[config.mk]
export PLATFORM = sky130hd
export DESIGN_NAME = fp_normalise_pipe
export DESIGN_NICKNAME = d
export VERILOG_FILES = /design/src/rtl/fp_norm_pkg.sv /design/src/rtl/fp_lzc.sv /design/src/rtl/fp_normalise_pipe.sv
export SDC_FILE = /design/constraint.sdc
export NUM_CORES = 1
export LEC_CHECK = 0
export ABC_AREA = 1
export CAP_MARGIN = 40
export CORE_UTILIZATION = 40
export DETAILED_ROUTE_END_ITERATION = 12
export SLEW_MARGIN = 15
export SYNTH_ARGS = -nofsm -noshare
export SYNTH_HDL_FRONTEND = slang
export SYNTH_SLANG_ARGS = --single-unit
[constraint.sdc]
create_clock -name clk -period 8.44 [get_ports clk]
set_input_delay 1.688 -clock clk [delete_from_list [all_inputs] [get_ports clk]]
set_output_delay 1.688 -clock clk [all_outputs]
set_load 0.005 [all_outputs]
[src/rtl/fp_norm_pkg.sv]
// Shared types and helpers for the FP adder normalisation stage.
package fp_norm_pkg;

    localparam int FRAC_W_DEF = 23;
    localparam int LZC_W      = $clog2(FRAC_W_DEF + 2);

    typedef struct packed {
        logic zero;
        logic ovf;
        logic unf;
    } fp_status_t;

    function automatic int unsigned exp_max(input int unsigned w);
        return (32'd1 << w) - 32'd1;
    endfunction

    function automatic int unsigned lzc_w(input int unsigned frac_w);
        return $clog2(frac_w + 2);
    endfunction

endpackage

[src/rtl/fp_lzc.sv]
// Leading-zero counter; count is W when the input is all zero.
module fp_lzc #(
    parameter int W  = 24,
    parameter int CW = $clog2(W + 1)
) (
    input  logic [W-1:0]  din,
    output logic [CW-1:0] cnt,
    output logic          all_zero
);

    // Ascending scan so the highest set bit wins.
    always_comb begin
        cnt      = CW'(W);
        all_zero = (din == '0);
        for (int i = 0; i < W; i++) begin
            if (din[i]) cnt = CW'(W - 1 - i);
        end
    end

endmodule

[src/rtl/fp_normalise_pipe.sv]
// Two-stage significand normaliser with zero/overflow/subnormal flags
// and a valid/ready handshake that sustains one beat per cycle.
module fp_normalise_pipe
    import fp_norm_pkg::*;
#(
    parameter int FRAC_W = 23,
    parameter int EXP_W  = 8
) (
    input  logic              clk,
    input  logic              rst,
    input  logic              in_valid,
    output logic              in_ready,
    input  logic [FRAC_W+1:0] in_frac,
    input  logic [EXP_W-1:0]  in_exp,
    input  logic              in_op,
    output logic              out_valid,
    input  logic              out_ready,
    output logic [FRAC_W:0]   out_frac,
    output logic [EXP_W-1:0]  out_exp,
    output logic              out_zero,
    output logic              out_ovf,
    output logic              out_unf
);

    localparam int SW = int'(lzc_w(FRAC_W));
    localparam logic [EXP_W:0] EXP_ALL = (EXP_W + 1)'(exp_max(EXP_W));

    logic              s1_valid_q, s1_valid_d;
    logic [FRAC_W+1:0] s1_frac_q, s1_frac_d;
    logic [EXP_W-1:0]  s1_exp_q, s1_exp_d;
    logic              s1_op_q, s1_op_d;
    logic [SW-1:0]     s1_cnt_q, s1_cnt_d;
    logic              s1_carry_q, s1_carry_d;
    logic              s1_zero_q, s1_zero_d;

    logic              s2_valid_q, s2_valid_d;
    logic [FRAC_W:0]   s2_frac_q, s2_frac_d;
    logic [EXP_W-1:0]  s2_exp_q, s2_exp_d;
    fp_status_t        s2_st_q, s2_st_d;

    logic              s1_load, s2_load;
    logic [SW-1:0]     lzc_cnt;
    logic              lzc_zero;

    logic [FRAC_W:0]   n_frac;
    logic [EXP_W-1:0]  n_exp;
    fp_status_t        n_st;
    logic [EXP_W:0]    e_wide, e_inc, e_sub, cnt_wide, sub_sh;

    fp_lzc #(
        .W  (FRAC_W + 1),
        .CW (SW)
    ) u_lzc (
        .din      (in_frac[FRAC_W:0]),
        .cnt      (lzc_cnt),
        .all_zero (lzc_zero)
    );

    assign s2_load  = !s2_valid_q || out_ready;
    assign s1_load  = !s1_valid_q || s2_load;
    assign in_ready = s1_load;

    always_comb begin
        s1_valid_d = s1_valid_q;
        s1_frac_d  = s1_frac_q;
        s1_exp_d   = s1_exp_q;
        s1_op_d    = s1_op_q;
        s1_cnt_d   = s1_cnt_q;
        s1_carry_d = s1_carry_q;
        s1_zero_d  = s1_zero_q;
        if (s1_load) s1_valid_d = in_valid;
        if (s1_load && in_valid) begin
            s1_frac_d  = in_frac;
            s1_exp_d   = in_exp;
            s1_op_d    = in_op;
            s1_cnt_d   = lzc_cnt;
            s1_carry_d = in_frac[FRAC_W+1];
            s1_zero_d  = lzc_zero && !in_frac[FRAC_W+1];
        end
    end

    // Exponent maths is one bit wider so carry and borrow are visible.
    always_comb begin
        e_wide   = {1'b0, s1_exp_q};
        e_inc    = e_wide + (EXP_W + 1)'(1);
        cnt_wide = (EXP_W + 1)'(s1_cnt_q);
        e_sub    = e_wide - cnt_wide;
        sub_sh   = (e_wide == '0) ? '0 : e_wide - (EXP_W + 1)'(1);
        n_frac   = '0;
        n_exp    = '0;
        n_st     = '0;
        if (s1_zero_q) begin
            n_st.zero = 1'b1;
        end else if (s1_carry_q) begin
            if (e_inc >= EXP_ALL) begin
                n_st.ovf = 1'b1;
                n_exp    = EXP_ALL[EXP_W-1:0];
            end else begin
                n_frac = s1_frac_q[FRAC_W+1:1];
                n_exp  = e_inc[EXP_W-1:0];
            end
        end else if (s1_frac_q[FRAC_W]) begin
            n_frac = s1_frac_q[FRAC_W:0];
            n_exp  = s1_exp_q;
        end else if (cnt_wide < e_wide) begin
            n_frac = s1_frac_q[FRAC_W:0] << s1_cnt_q;
            n_exp  = e_sub[EXP_W-1:0];
        end else begin
            n_st.unf = 1'b1;
            n_frac   = s1_frac_q[FRAC_W:0] << sub_sh[SW-1:0];
        end
    end

    always_comb begin
        s2_valid_d = s2_load ? s1_valid_q : s2_valid_q;
        s2_frac_d  = s2_frac_q;
        s2_exp_d   = s2_exp_q;
        s2_st_d    = s2_st_q;
        if (s2_load && s1_valid_q) begin
            s2_frac_d = n_frac;
            s2_exp_d  = n_exp;
            s2_st_d   = n_st;
        end
    end

    always_ff @(posedge clk or posedge rst) begin
        if (rst) begin
            s1_valid_q <= 1'b0;
            s1_frac_q  <= '0;
            s1_exp_q   <= '0;
            s1_op_q    <= 1'b0;
            s1_cnt_q   <= '0;
            s1_carry_q <= 1'b0;
            s1_zero_q  <= 1'b0;
            s2_valid_q <= 1'b0;
            s2_frac_q  <= '0;
            s2_exp_q   <= '0;
            s2_st_q    <= '0;
        end else begin
            s1_valid_q <= s1_valid_d;
            s1_frac_q  <= s1_frac_d;
            s1_exp_q   <= s1_exp_d;
            s1_op_q    <= s1_op_d;
            s1_cnt_q   <= s1_cnt_d;
            s1_carry_q <= s1_carry_d;
            s1_zero_q  <= s1_zero_d;
            s2_valid_q <= s2_valid_d;
            s2_frac_q  <= s2_frac_d;
            s2_exp_q   <= s2_exp_d;
            s2_st_q    <= s2_st_d;
        end
    end

    // A subtraction can never produce a carry out of the significand.
    ast_no_sub_carry: assert property (@(posedge clk) disable iff (rst)
        s1_valid_q |-> !(s1_op_q && s1_carry_q));

    assign out_valid = s2_valid_q;
    assign out_frac  = s2_frac_q;
    assign out_exp   = s2_exp_q;
    assign out_zero  = s2_st_q.zero;
    assign out_ovf   = s2_st_q.ovf;
    assign out_unf   = s2_st_q.unf;

endmodule

==> metrics.md, run 1 <==
| Metric | Value |
|---|---|
| Outcome | `complete, no violations` |
| Area Overhead vs Synth | `21.6%` |
| Synth top area share | `between 30% and 40%` |
| Initial core utilization | `a little over two fifths` |
| Width of the die | `118 um` |
| Reg2Reg Launch Point | `s1_exp_q[0]` |
| Setup TNS | `0 ps` |
| Final Util | `between 50% and 60%` |
| Rel. slew slack | `40.9%` |
| Post-CTS Repair Setup Buffers | `0` |
| Post-cts gate resize count | `0` |
| Unique cell type count in the Yosys netlist | `43` |
| Avg WL per Cell | `16.5 um` |
| Register share of total power | `a little under a third` |
| Endpoints failing hold | `0` |
| DR iter-0 viols | `490` |
| Reg2reg path depth | `21` |
| Final period utilization | `between 50% and 60%` |
| Most Used Layer, Global Route | `met2` |
| R2R setup slack | `~4400 ps` |
| Share of layout cells above drive strength 1 | `under 10%` |
| Startpoint types | `input pin` |
| Sequential element share of the synthesized area | `between 30% and 40%` |
| Crit path time final | `4500 ps` |
| Clk slew on worst S/H paths | `60 ps` |
| Hold slack final | `476 ps` |
| Switch share | `just under 40%` |
| Internal cell power | `around 1.0 mW` |
| Syn avg cell area | `6.73 um^2` |
| First-pass DRT Iterations | `6` |
| Final Max Tran Viols | `0` |
| Die Y | `approximately 120 um` |
| Synth area leaders | `dfrtp_1 35%, nand2_1 19%, nand3_1 6.6%, o21ai_0 5.6%, inv_1 5.4%` |
| DP HPWL | `about 13 mm` |
| Largest area contributor in the netlist | `dfrtp_1` |
| Critical path class | `in2out` |
| H-tree depth | `3` |
| Fillers | `roughly 1400` |
| PD cells | `between 200 and 300 mW/mm^2` |
| M3 GR Usage | `5.09%` |
| Core box area | `between 0.01 and 0.015 mm^2` |
| Setup crit end kind | `primary output` |
| Comb power frac | `around 44%` |
| Root Driver | `clkbuf_16` |
| Critical path arrival | `around 2800 ps` |
| Die Area | `roughly 0.014 mm^2` |
| RSZ-0062 raised after global routing | `false` |
| Met2 usage | `roughly 38%` |
| Post-DRT Antenna Nets | `0` |
| Syn Inst Count | `798` |
| Met1 Resource Use GR | `37.1%` |
| Syn Nets | `between 800 and 900` |
| Yosys reg bits | `76` |
| Worst IR Drop VDD | `approximately 0.12 mV` |
| Setup violators final | `0` |
| YS warnings | `0` |
| HP Class | `reg2reg` |
| LEAKAGE | `between 3 and 4 nW` |
| Final antenna diode count | `0` |
| TritonCTS Buffers | `9` |
| Crit path max fanout | `3` |
| Clk_lat worst skew | `350 ps` |
| Max Root-Sink Buffers | `2` |
| Max-Cap Viols | `0` |
| Sw Pwr | `roughly 670 uW` |
| Initial antenna violation count | `0` |
| Synthesized cell area | `around 0.0054 mm^2` |
| RePlAce Congestion | `approximately 0.93` |
| Total Wirelength | `around 17 mm` |
| Port Buffers | `73` |
| TritonCTS clock tree | `done` |
| Residual DRC | `0` |
| Hold_buf cts | `0` |
| Vias in the first global route | `roughly 5200` |
| Routed vias/inst | `~5.3` |
| Clk sink count | `76` |
| Final nets | `roughly 900` |
| First-pass GRT wire length | `between 20 and 30 mm` |
| Total grt overflow | `0` |
| Clock Power Share | `25.2%` |
| Largest net degree at the start of global routing | `52` |
| Ports | `75` |
| Critical R2R Capture | `out_frac[6]` |
| Worst Skew | `11.5 ps` |
| Slew @ Worst Pin | `a little under 900 ps` |
| Via count | `~5500` |
| Worst setup path endpoint | `in_ready` |
| Pre-CTS WS | `3930 ps` |
| Crit path from | `out_ready` |
| GRT Resource Usage Total | `25.5%` |
| Final setup margin | `roughly 3900 ps` |
| Max Fclk | `222 MHz` |
| Worst endpoint required time | `approximately 6800 ps` |
| FP Rows | `41` |
Yosys cell counts (all sizes together):
library cell,instances
nand2,283
inv,83
o21ai,83
dfrtp,76
nand3,74
nor2,42
a21oi,40
o211ai,25
buf,22
clkbuf,15
ha,9
nor3,5
a221oi,4
nand4,4
o31ai,4
a32o,3
clkinv,3
o221ai,3
xor2,3
a211oi,2
a22o,2
a31o,2
nor4,2
o22ai,2
or2,2
a311oi,1
a31oi,1
fa,1
nand3b,1
o21a,1
worst min-delay path by stage:
stage	startpoint	endpoint	slack, ps	cells after the start
after global routing	out_frac[11]	out_frac[11]	510	2
after detailed placement	out_frac[8]	out_frac[8]	460	2
after CTS	out_frac[8]	out_frac[8]	480	2
after floorplan	s1_zero_q	s1_zero_q	450	2
final	out_frac[23]	out_frac[23]	480	2
after global placement	out_frac[8]	out_frac[8]	460	2
stage by stage:
step	instances	cell area (um^2)	total power, mW
floorplan	798	5370	0.976
global placement	1012	6150	1.26
detailed placement	1014	6200	1.26
CTS	1030	6520	1.70
global route	1031	6540	1.82
finish	1031	6540	1.69
cells in the final DEF, fill, tap and decap left out, types with 19 or more instances in the layout:
master	count
nand3_1	71
nand2_1	277
o21ai_0	60
a21oi_1	40
inv_1	76
nor2_1	38
dfrtp_1	76
o21ai_1	19
o211ai_1	20
clkdlybuf4s50_1	73
kinds of logic after synthesis:
family | count (synthesis) | share of synthesized area (%)
adders and majority gates | 10 | 2.47
AOI/OAI and AO/OA | 173 | 19.5
xor gates and xnor gates | 3 | 0.489
buffers and inverters | 123 | 9.99
DFF | 76 | 35.4
and+or+nand+nor | 413 | 32.2
critical path: stages:
cell,delay [ps]
clkdlybuf4s50_1,450
inv_1,40
nand3_1,110
clkdlybuf4s50_1,520
routing by layer:
layer | routed length [um] | share of wire, % | vias to the layer above
met5 | 0 | 0 | -
met4 | 316 | 1.9 | 0
met3 | 974 | 5.7 | 25
met2 | 7250 | 43 | 184
met1 | 8440 | 50 | 2529
li1 | - | - | 2758
power groups by stage:
stage	Sequential, mW	Combinational (mW)	Clock (mW)
finish	0.528	0.739	0.426
global route	0.541	0.822	0.453
detailed placement	0.533	0.732	0
CTS	0.528	0.735	0.436
floorplan	0.518	0.458	0
global placement	0.530	0.726	0
area by class of cell:
class | count | area [um^2] | area share, %
clock buffer | 9 | 225 | 3.45
inverter | 86 | 323 | 4.94
tap | 172 | 215 | 3.29
sequential | 76 | 1900 | 29.1
multi-input combinational | 599 | 2940 | 45.0
clock inverter | 7 | 98.8 | 1.51
timing repair buffer | 82 | 833 | 12.7
registers in the layout, indices dropped and copies added (netlist names), 5 cells and up:
register / flops
s1_frac_q: 25
out_frac: 24
out_exp: 8
s1_exp_q: 8
s1_cnt_q: 5
Note: power is estimated with default switching activity, not from simulation.
==> run 2, diff against run 1 <==
==> constraint.sdc (replaced) <==
create_clock -name clk -period 3.7 [get_ports clk]
set_input_delay 0.74 -clock clk [delete_from_list [all_inputs] [get_ports clk]]
set_output_delay 0.74 -clock clk [all_outputs]
set_load 0.005 [all_outputs]
==> run 2 against run 1 <==
Utilization grew 0.79 points. Critical endpoint is now out_frac[22]. Largest cell class unchanged. First-iteration DRC count decreased by 17%. Setup slack worse by 3600 ps. Routed wire length rose by 2.7%. Non-clock buffer count rose by 17.
==> metrics.md, run 2 (synthesis gave the netlist of run 1 again) <==
| Metric | Value |
|---|---|
| RePlAce Congestion | `between 0.8 and 0.9` |
| Clk slew on worst S/H paths | `approximately 60 ps` |
| Final nets | `919` |
| TritonCTS Buffers | `9` |
| Pre-CTS WS | `~440 ps` |
| Vias in the first global route | `5181` |
| GRT Resource Usage Total | `roughly a quarter` |
| Worst IR Drop VDD | `between 0.2 and 0.25 mV` |
| Slew @ Worst Pin | `724 ps` |
| Die Area | `approximately 0.014 mm^2` |
| Max Root-Sink Buffers | `2` |
| Via count | `5591` |
| Final Max Tran Viols | `0` |
| Setup TNS | `0 ps` |
| Final period utilization | `~90%` |
| Worst endpoint required time | `around 4000 ps` |
| Share of layout cells above drive strength 1 | `about 8.3%` |
| Clock Power Share | `~25%` |
| Largest net degree at the start of global routing | `48` |
| Endpoints failing hold | `0` |
| Top cell by count, worst path | `nand2_1` |
| H-tree depth | `3` |
| First-pass DRT Iterations | `5` |
| FP Rows | `between 40 and 50` |
| Avg WL per Cell | `16.7 um` |
| Crit path time final | `~3300 ps` |
| Port Buffers | `73` |
| RSZ-0062 raised after global routing | `false` |
| Die Y | `roughly 120 um` |
| DR iter-0 viols | `409` |
| DP HPWL | `between 10 and 15 mm` |
| Rel. slew slack | `~52%` |
| LEAKAGE | `about 3.2 nW` |
| Total grt overflow | `0` |
| Setup crit end kind | `flip-flop` |
| Final Util | `51.5%` |
| Final Power | `just under 4 mW` |
| Clk_lat worst skew | `350 ps` |
| Outcome | `complete, no violations` |
| Comb power frac | `44.2%` |
| Max-Cap Viols | `0` |
| Ports | `75` |
| Initial core utilization | `a little over two fifths` |
| Root Driver | `clkbuf_16` |
| Area Overhead vs Synth | `23.5%` |
| Core box area | `around 0.013 mm^2` |
| Critical Path Max Stage Delay | `440 ps` |
| Most common cell after layout, fill and taps aside | `nand2_1` |
| Setup violators final | `0` |
| Final antenna diode count | `0` |
| Startpoint types | `flip-flop` |
| Routed vias/inst | `about 5.3` |
| Most frequent cells in the layout | `277 x nand2_1, 76 x inv_1, 76 x dfrtp_1` |
| Clk sink count | `between 70 and 80` |
| Post-CTS Repair Setup Buffers | `0` |
| First-pass GRT wire length | `roughly 28 mm` |
| Hold_buf cts | `0` |
| Hold slack final | `between 400 and 500 ps` |
| Initial antenna violation count | `1` |
| CP cell instances | `inv_1, ha_1, inv_1, fa_1, nand3_1, nand2_1, nand2_1, nand3_1, nand2_2, inv_2, buf_4, nand2_1, nand2_1, inv_2, nand3_1, o21ai_1, nand2_1, nand2_1, nand2_1, o211ai_2, nand2_1, nand2_1` |
| Critical path class | `reg2reg` |
| Residual DRC | `0` |
| Max Fclk | `300 MHz` |
| Crit path max fanout | `16` |
| Post-cts gate resize count | `0` |
| Register share of total power | `between 30% and 40%` |
| PD cells | `a little under 600 mW/mm^2` |
| Largest Register | `s1_frac_q` |
| HP Class | `reg2reg` |
| Post-DRT Antenna Nets | `0` |
| Internal cell power | `~2.4 mW` |
| Critical-path top delay cell | `dfrtp_1` |
| TritonCTS clock tree | `done` |
| Critical path arrival | `3620 ps` |
| Width of the die | `between 100 and 150 um` |
| Final setup margin | `between 300 and 400 ps` |
| Max reg flops | `25` |
| Total Wirelength | `about 17 mm` |
| Sw Pwr | `1.55 mW` |
| Switch share | `39.3%` |
| Worst Skew | `roughly 10 ps` |
==> run 2: area by class of cell <==
type | count | area, um^2
tap | 172 | 215
multi-input combinational | 599 | 2940
sequential | 76 | 1900
fill | 1325 | 6240
inverter | 86 | 323
timing repair buffer | 99 | 938
clock inverter | 5 | 85.1
clock buffer | 10 | 239
==> run 2: critical path: cells and delay by family, from the launching register on <==
kind / cells / cell delay, ps
flip-flops: 1 / 440
adder cells (fa/ha/maj): 2 / 570
AO/OA/AOI/OAI: 2 / 410
buffers and inverters: 5 / 590
AND/OR/NAND/NOR: 13 / 1230
==> run 2: metrics by stage <==
stage / instances / cell area (um^2)
floorplan: 798 / 5370
global placement: 1032 / 6310
detailed placement: 1032 / 6310
CTS: 1047 / 6640
global route: 1047 / 6640
finish: 1047 / 6640
==> run 2: path summary, 6_finish.rpt <==
check,from,end,slack [ps],depth (start not counted)
max in group asynchronous,rst,s1_frac_q[6],2160,3
worst min-delay path,out_frac[15],out_frac[15],480,2
worst max register to register,s1_exp_q[0],out_frac[22],360,22
min in group asynchronous,rst,out_exp[6],840,2
worst min register to register,out_frac[15],out_frac[15],480,2
worst max-delay path,s1_exp_q[0],out_frac[22],360,22
==> run 2: power groups by stage <==
stage	sequential, mW	combinational (mW)	clock [mW]
finish	1.21	1.74	0.983
global route	1.24	1.94	1.04
CTS	1.21	1.74	0.998
detailed placement	1.22	1.73	0
global placement	1.21	1.72	0
floorplan	1.18	1.05	0
==> run 2: layer usage <==
layer	vias up	global-route usage, %	part of all wire, %
li1	2773	-	-
met1	2569	38.7	49
met2	217	37.4	42
met3	30	4.17	6.1
met4	2	9.13	2.0
met5	-	0	0.075
==> run 3, diff against run 2 <==
--- a/config.mk
+++ b/config.mk
@@ -6,9 +6,11 @@
 export NUM_CORES = 1
 export LEC_CHECK = 0
 export ABC_AREA = 1
+export ABC_CLOCK_PERIOD_IN_PS = 4200
 export CAP_MARGIN = 40
 export CORE_UTILIZATION = 40
 export DETAILED_ROUTE_END_ITERATION = 12
+export MAX_ROUTING_LAYER = met4
 export SLEW_MARGIN = 15
 export SYNTH_ARGS = -nofsm -noshare
 export SYNTH_HDL_FRONTEND = slang
==> constraint.sdc (replaced) <==
create_clock -name clk -period 4.2 [get_ports clk]
set_input_delay 0.84 -clock clk [delete_from_list [all_inputs] [get_ports clk]]
set_output_delay 0.84 -clock clk [all_outputs]
set_load 0.005 [all_outputs]
==> run 3 against run 2 <==
Register-to-register slack improved by 80 ps. Setup slack improved by 83 ps. Largest power group unchanged. Clock power decreased by 6.3%. Non-clock buffer count decreased by 12. Sequential cell count unchanged. Clock skew increased by 2.8 ps. Die area unchanged. Critical endpoint is now out_frac[6].
==> metrics.md, run 3 (synthesis gave the netlist of run 1 again) <==
| Metric | Value |
|---|---|
| Outcome | `complete, no violations` |
| Pre-CTS WS | `approximately 470 ps` |
| H-tree depth | `3` |
| Area Overhead vs Synth | `22.3%` |
| Register share of total power | `30.3%` |
| Avg WL per Cell | `16.5 um` |
| Post-DRT Antenna Nets | `0` |
| Reg2Reg Launch Point | `s1_exp_q[0]` |
| Largest Register | `s1_frac_q` |
| Vias in the first global route | `between 5000 and 6000` |
| Die Area | `0.0139 mm^2` |
| Rel. slew slack | `55.9%` |
| Startpoint types | `flip-flop` |
| Max Root-Sink Buffers | `2` |
| Largest net degree at the start of global routing | `77` |
| Initial antenna violation count | `1` |
| Most common cell after layout, fill and taps aside | `nand2_1` |
| GRT Resource Usage Total | `about a quarter` |
| R2R setup slack | `between 400 and 500 ps` |
| FP Rows | `41` |
| TritonCTS Buffers | `9` |
| Final instance area | `0.00657 mm^2` |
| Setup crit end kind | `flip-flop` |
| Routed vias/inst | `approximately 5.3` |
| Post-CTS Repair Setup Buffers | `0` |
| LEAKAGE | `between 3 and 4 nW` |
| First-pass DRT Iterations | `5` |
| Post-cts gate resize count | `0` |
| Port Buffers | `73` |
| Die Y | `about 120 um` |
| Clk_lat worst skew | `around 350 ps` |
| Residual DRC | `0` |
| Reg2reg path depth | `21` |
| Hold_buf cts | `0` |
| Worst Skew | `about 13 ps` |
| Root Driver | `clkbuf_16` |
| Final setup margin | `447 ps` |
| Final period utilization | `between 80% and 90%` |
| Clock Power Share | `26.4%` |
| Most frequent cells in the layout | `277 x nand2_1, 76 x inv_1, 76 x dfrtp_1` |
| Width of the die | `between 100 and 150 um` |
| Switch share | `between 30% and 40%` |
| Critical path class | `reg2reg` |
| RSZ-0062 raised after global routing | `false` |
| TritonCTS clock tree | `done` |
| Post-DP Area | `about 0.0062 mm^2` |
| PD cells | `~530 mW/mm^2` |
| Max-Cap Viols | `0` |
| Worst endpoint required time | `approximately 4500 ps` |
| Clk sink count | `76` |
| DR iter-0 viols | `394` |
| Setup violators final | `0` |
| Total Wirelength | `between 15 and 20 mm` |
| Crit path max fanout | `30` |
| Ports | `75` |
| Final nets | `between 900 and 1000` |
| Worst Hold Launch | `out_frac[14]` |
| Sw Pwr | `approximately 1.4 mW` |
| Seq. cell area | `between 0.0015 and 0.002 mm^2` |
| Hold Crit Depth | `2` |
| Internal cell power | `2.12 mW` |
| Setup TNS | `0 ps` |
| DP HPWL | `between 10 and 15 mm` |
| HP Class | `reg2reg` |
| Via count | `approximately 5500` |
| Critical R2R Capture | `out_frac[6]` |
| RePlAce Congestion | `~0.91` |
| Crit path time final | `around 3800 ps` |
| Total grt overflow | `0` |
| Clk slew on worst S/H paths | `70 ps` |
| Multi-input logic area | `between 0.002 and 0.003 mm^2` |
| Comb power frac | `between 40% and 50%` |
| Critical path arrival | `4030 ps` |
| Slew @ Worst Pin | `between 600 and 700 ps` |
| Endpoints failing hold | `0` |
| Share of layout cells above drive strength 1 | `7.18%` |
| Max reg flops | `25` |
| Final Power | `3.48 mW` |
| Final Max Tran Viols | `0` |
| Core box area | `between 0.01 and 0.015 mm^2` |
| Initial core utilization | `roughly two fifths` |
| Fillers | `between 1000 and 1500` |
| Max Fclk | `266 MHz` |
| WHS Endpoint | `out_frac[14]` |
| First-pass GRT wire length | `27.4 mm` |
| Worst IR Drop VDD | `about 0.24 mV` |
-- run 3: cell count changes in the layout (fill, tap and decap cells not counted), sizes merged --
cell	before	now
buf	26	14
bufinv	2	3
clkbuf	10	9
clkinv	4	5
clkinvlp	1	0
diode	0	1
inv	84	85
-- run 3: how the worst max path moves through the flow --
stage | startpoint | end | slack (ps) | depth (start not counted)
4_1_cts | s1_exp_q[0] | out_frac[6] | 450 | 21
3_3_place_gp | s1_exp_q[0] | out_frac[6] | 510 | 21
2_1_floorplan | s1_exp_q[0] | out_frac[23] | 1380 | 23
5_1_grt | s1_exp_q[0] | out_frac[6] | 70 | 21
6_report | s1_exp_q[0] | out_frac[6] | 450 | 21
3_5_place_dp | s1_exp_q[0] | out_frac[6] | 470 | 21
-- run 3: area by class of cell --
type	count	share of cell area, %
diodes	1	0.0381
multi-input cells	599	44.7
flip-flops and latches	76	28.9
clock buffers	9	3.43
inverters	86	4.91
well taps	172	3.27
clock inverters	7	1.85
repair buffers	87	12.9
-- run 3: power by group through the flow --
stage	logic (mW)	clock network, mW	registers [mW]
6_report	1.51	0.921	1.06
5_1_grt	1.68	0.965	1.08
4_1_cts	1.50	0.938	1.05
3_5_place_dp	1.49	0	1.07
3_3_place_gp	1.49	0	1.06
2_1_floorplan	0.921	0	1.04
-- run 3: metrics by stage --
stage | instances | hold WS, ps | util (%)
floorplan | 798 | 452 | -
global placement | 1020 | 461 | 48.3
detailed placement | 1020 | 464 | 48.3
CTS | 1036 | 483 | 51.0
global route | 1037 | 507 | 51.0
finish | 1037 | 478 | 51.0
-- run 3: per-layer routing --
metal  GRT usage, %  share of wire [%]  up-vias
met4           6.25                1.1        0
met3           4.70                6.0       14
li1               -                  -     2762
met1           38.6                 51     2597
met2           36.3                 42      165
met5              -                  0        -
-- run 3: critical path, stage by stage, from the launching register on --
cell and delay [ps]:
dfrtp_1 420, inv_1 290, ha_1 240, inv_1 60
fa_1 390, nand3_1 90, nand2_1 110, nand2_1 80
nand3_1 70, nand2_2 180, inv_2 90, nand2_1 110
nand2_4 220, inv_2 260, nand2_1 120, o21ai_1 270
nand2_1 80, nand2_1 90, nand2_1 150, o21ai_1 170
o211ai_1 100, nand2_1 80
